### config.mk
export PLATFORM = sky130hd
export DESIGN_NAME = comb_differentiator
export DESIGN_NICKNAME = d
export VERILOG_FILES = /design/src/rtl/comb_differentiator.sv
export SDC_FILE = /design/constraint.sdc
export NUM_CORES = 1
export LEC_CHECK = 0
export BUFFER_PORTS_ARGS = -buffer_cell sky130_fd_sc_hd__buf_2
export CORE_MARGIN = 2
export CORE_UTILIZATION = 56
export DETAILED_ROUTE_END_ITERATION = 16
export GPL_TIMING_DRIVEN = 0
export PLACE_DENSITY = 0.81
export SLEW_MARGIN = 20
export SYNTH_ARGS = -nofsm -noshare
export SYNTH_HDL_FRONTEND = slang
export SYNTH_SLANG_ARGS = --single-unit
### constraint.sdc
create_clock -name clk -period 3.9 [get_ports clk]
set_clock_uncertainty 0.15 [all_clocks]
set_input_delay 0.195 -clock clk [delete_from_list [all_inputs] [get_ports clk]]
set_output_delay 0.195 -clock clk [all_outputs]
set_load 0.02 [all_outputs]
### src/rtl/comb_differentiator.sv
// Decimating comb stage of the CIC chain: keeps every DECIM_FACTOR-th accepted
// sample and emits the saturated difference against the sample DIFF_DELAY kept samples back.
module comb_differentiator #(
    parameter int DATA_WIDTH   = 16,
    parameter int DIFF_DELAY   = 2,
    parameter int DECIM_FACTOR = 1
) (
    input  logic                         clk,
    input  logic                         rst_n,
    input  logic                         en,
    input  logic                         in_valid,
    input  logic signed [DATA_WIDTH-1:0] in,
    output logic signed [DATA_WIDTH-1:0] out,
    output logic                         out_valid,
    output logic                         primed,
    output logic                         sat
);

    localparam int PHASE_W = (DECIM_FACTOR > 1) ? $clog2(DECIM_FACTOR) : 1;
    localparam int PRIME_W = $clog2(DIFF_DELAY + 1);

    localparam logic [PHASE_W-1:0] PHASE_LAST = PHASE_W'(DECIM_FACTOR - 1);
    localparam logic [PRIME_W-1:0] PRIME_FULL = PRIME_W'(DIFF_DELAY);

    localparam logic signed [DATA_WIDTH-1:0] MAX_VAL = {1'b0, {(DATA_WIDTH-1){1'b1}}};
    localparam logic signed [DATA_WIDTH-1:0] MIN_VAL = {1'b1, {(DATA_WIDTH-1){1'b0}}};

    // The W+1-bit difference overflows W bits exactly when its top two bits disagree.
    function automatic logic is_clipped(input logic signed [DATA_WIDTH:0] v);
        return v[DATA_WIDTH] != v[DATA_WIDTH-1];
    endfunction

    function automatic logic signed [DATA_WIDTH-1:0] saturate(input logic signed [DATA_WIDTH:0] v);
        if (v[DATA_WIDTH] != v[DATA_WIDTH-1]) begin
            return v[DATA_WIDTH] ? MIN_VAL : MAX_VAL;
        end
        return v[DATA_WIDTH-1:0];
    endfunction

    logic [PHASE_W-1:0]            phase_q, phase_d;
    logic [PRIME_W-1:0]            prime_q, prime_d;
    logic signed [DATA_WIDTH-1:0]  dly_q [DIFF_DELAY];
    logic signed [DATA_WIDTH-1:0]  dly_d [DIFF_DELAY];
    logic signed [DATA_WIDTH-1:0]  out_q, out_d;
    logic                          out_valid_q, out_valid_d;
    logic                          sat_q, sat_d;

    logic                          accept;
    logic                          keep;
    logic signed [DATA_WIDTH:0]    diff;

    always_comb begin
        accept      = en & in_valid;
        keep        = accept && (phase_q == PHASE_LAST);
        diff        = {in[DATA_WIDTH-1], in}
                    - {dly_q[DIFF_DELAY-1][DATA_WIDTH-1], dly_q[DIFF_DELAY-1]};
        phase_d     = phase_q;
        prime_d     = prime_q;
        dly_d       = dly_q;
        out_d       = out_q;
        out_valid_d = 1'b0;
        sat_d       = 1'b0;

        if (accept) begin
            phase_d = keep ? '0 : phase_q + PHASE_W'(1);
        end

        if (keep) begin
            dly_d[0] = in;
            for (int i = 1; i < DIFF_DELAY; i++) begin
                dly_d[i] = dly_q[i-1];
            end
            out_d       = saturate(diff);
            out_valid_d = 1'b1;
            sat_d       = is_clipped(diff);
            if (prime_q != PRIME_FULL) begin
                prime_d = prime_q + PRIME_W'(1);
            end
        end
    end

    always_ff @(posedge clk) begin
        if (!rst_n) begin
            phase_q     <= '0;
            prime_q     <= '0;
            for (int i = 0; i < DIFF_DELAY; i++) begin
                dly_q[i] <= '0;
            end
            out_q       <= '0;
            out_valid_q <= 1'b0;
            sat_q       <= 1'b0;
        end else begin
            phase_q     <= phase_d;
            prime_q     <= prime_d;
            dly_q       <= dly_d;
            out_q       <= out_d;
            out_valid_q <= out_valid_d;
            sat_q       <= sat_d;
        end
    end

    assign out       = out_q;
    assign out_valid = out_valid_q;
    assign sat       = sat_q;
    assign primed    = (prime_q == PRIME_FULL);

endmodule

==> impl_metrics.env <==
export IMPL_drc=0
export IMPL_yosysSeqAreaShare_pct=36.1
export IMPL_drt_iter0_drc=193
export IMPL_antenna_cells=0
export IMPL_min_path_type="in2reg"
export IMPL_critPathMaxFanout=6
export IMPL_synth_area_um2=2940
export IMPL_num_rows=26
export IMPL_r2r_start="dly_q[0]$_SDFFE_PN0P_"
export IMPL_worstPathCellList="dlygate4sd3_1 -> buf_2 -> inv_1 -> ha_1 -> fa_1 -> nand2b_1 -> a21oi_2 -> o211a_4 -> a211oi_4 -> or3_1 -> buf_2 -> maj3_2 -> a21oi_2"
export IMPL_worstSetupStartpointType="input pin"
export IMPL_area_growth_pct=18.5
export IMPL_syn_nets=394
export IMPL_dp_hpwl_um=4780
export IMPL_synth_edf_count=0
export IMPL_critPathKind="in2reg"
export IMPL_track_usage_pct=24.6
export IMPL_gp_congestion=0.898
export IMPL_final_common_cell="nand2_1"
export IMPL_fin_setup_tns_ns=0
export IMPL_overflow=0
export IMPL_antenna_found_initial=0
export IMPL_core_um2=5070
export IMPL_die_h_um=76.5
export IMPL_nets=452
export IMPL_max_slew_worst_pin_slew_ns=0.797
export IMPL_fill_cells=449
export IMPL_cts_htree_levels=2
export IMPL_grt_pass1_wl_um=11600
export IMPL_crit_start="in[0]"
export IMPL_portBuffers=38
export IMPL_grt_pass1_vias=2513
export IMPL_post_cts_setup_buffers=0
export IMPL_clk_path_buf_depth=2
export IMPL_grt_start_max_net_pins=18
export IMPL_clk_latency_ns=0.31
export IMPL_wl_per_cell_um=13.6
export IMPL_use_met2_pct=41.2
export IMPL_die_x_um=76.5
export IMPL_use_met3_pct=4.50
export IMPL_hold_viol_final=0
export IMPL_synth_flop_cell="dfxtp_1"
export IMPL_synthCells=356
export IMPL_dpl_cell_area_um2=3220
export IMPL_clk_pin_slew_ns=0.10
export IMPL_worstHoldStart="in[10]"
export IMPL_clock_sinks=53
export IMPL_cp_end_kind="flop"
export IMPL_power_density_nw_per_um2=372
export IMPL_rsz0062_at_grt="no"
export IMPL_seqCellArea_um2=1060
export IMPL_max_stage_delay_ns=0.54
export IMPL_cts_buffers=5
export IMPL_initial_core_util_pct=58.0
export IMPL_finalSetupViolCount=0
export IMPL_max_cap_violations=0
export IMPL_postSynthAreaPerCell_um2=8.26
export IMPL_vias_per_cell=5.31
export IMPL_cp_arrival_ns=3.14
export IMPL_multi_input_area_um2=1730
export IMPL_cts_root_buf="clkbuf_8"
export IMPL_fin_crit_ns=3.04
export IMPL_wl_um=6580
export IMPL_die_area_um2=5850
export IMPL_finalCritPeriodShare_pct=77.9
export IMPL_power_leakage_nw=1.37
export IMPL_dr_pass1_iters=6
export IMPL_vias=2577
export IMPL_fmax_ghz=0.329
export IMPL_design_area_um2=3490
export IMPL_status="finished clean"
export IMPL_maxSlewViolCount=0
export IMPL_final_cell_mix="nand2_1, dfxtp_1, buf_2"
export IMPL_irDropWorstVdd_uv=198
export IMPL_grt_use_met1_pct=31.5
export IMPL_synth_cell_types=53
export IMPL_cp_required_ns=4.00
export IMPL_synth_seq_cells=53
export IMPL_worst_path_dominant_cell_family="adder cells"
export IMPL_cpMaxStageDelayCell="dlygate4sd3_1"
export IMPL_final_layout_size_suffix_gt1_share_pct=18.6
export IMPL_synth_async_reset_ratio_pct=0
export IMPL_ys_warn_count=0
export IMPL_slew_limit_headroom_pct=46.7
export IMPL_grt_busiest_layer="met2"
export IMPL_ant_nets=0
export IMPL_ios=39
export IMPL_tritoncts="built"
export IMPL_path_buf_inv=4
-- final cells by class --
type	count	share of cell area [%]
plain buffers	15	2.30
clock buffers	5	1.97
clock inverters	3	1.97
inverters	20	2.15
multi-input cells	268	49.5
flip-flops and latches	53	30.4
well taps	70	2.51
repair buffers	51	9.19
-- repair_timing --
item,4_1_cts,5_1_grt
setup endpoints to repair,0,0
hold buffers,13,0
endpoints found under the hold margin,13,0
resized for setup,0,0
-- final timing paths --
path	to	slack [ns]	depth (start not counted)
worst max-delay path	out[9]$_SDFFE_PN0P_	0.86	13
worst min-delay path	dly_q[26]$_SDFFE_PN0P_	0.01	3
worst max register to register	out[9]$_SDFFE_PN0P_	1.11	10
worst min register to register	out[2]$_SDFFE_PN0P_	0.31	2
-- routing by layer --
metal / up-vias / part of all wire (%)
li1: 1320 / -
met3: 13 / 4.7
met2: 60 / 46
met5: - / 0
met4: 0 / 2.4
met1: 1184 / 47
-- Yosys cell counts (2+ instances only) --
cell type  instances  area share, %
and2_1             2           0.43
o21ai_0           11            1.9
nor2_1            13            1.7
o21a_1             2           0.51
xnor2_1            9            2.7
nand3_1            3           0.51
ha_1              17            7.2
o211ai_1           4            1.0
or2_2              3           0.64
clkbuf_1          12            1.5
nor2b_1            2           0.43
dfxtp_1           53             36
xor2_1             3           0.89
maj3_2             5            1.9
o21ai_1           11            1.9
nand2b_1           7            1.5
inv_1             20            2.6
nand2_1           87             11
nor3_1             3           0.51
a21oi_1           19            3.2
a21boi_0          32            8.2
a21o_1             3           0.77
a21oi_2            5            1.5
-- through the flow --
step / total power, W / util, % / setup slack [ns] / hold WS, ns / instances
global route: 0.00136 / 68.7 / 0.771 / 0.0289 / 485
detailed placement: 0.000847 / 63.4 / 1.12 / 0.300 / 464
finish: 0.00130 / 68.7 / 0.860 / 0.0105 / 485
floorplan: 0.000779 / - / 1.33 / 0.190 / 356
global placement: 0.000841 / 63.4 / 1.14 / 0.290 / 464
CTS: 0.00130 / 68.7 / 0.898 / 0.00171 / 485
-- report_power, final --
| part | switching [W] | total [W] | internal [W] | leakage [nW] |
|---|---|---|---|---|
| Sequential | 0.0000123 | 0.000579 | 0.000567 | 0.433 |
| Combinational | 0.000157 | 0.000269 | 0.000112 | 0.870 |
| Clock | 0.000191 | 0.000450 | 0.000258 | 0.0687 |
| Total | 0.000360 | 0.00130 | 0.000937 | 1.37 |
-- registers in the layout (all words and copies together) (netlist names) --
register   count
out           16
sat            1
prime_q        2
phase_q        1
dly_q         32
out_valid      1
-- worst reg2reg max path, stage by stage (launching register included) --
cell	delay, ns
dfxtp_1	0.33
ha_1	0.21
fa_1	0.39
nand2b_1	0.21
a21oi_2	0.22
o211a_4	0.23
a211oi_4	0.08
or3_1	0.30
buf_2	0.16
maj3_2	0.31
a21oi_2	0.13
-- cell families after synthesis --
logic type	Yosys count	synth area share, %
xor gates and xnor gates	12	3.57
AOI/OAI and AO/OA	102	25.1
DFF	53	36.1
buffers and inverters	35	5.27
adders and majority gates	23	9.83
and+or+nand+nor	131	20.2
Note: power is estimated with default switching activity, not from simulation.
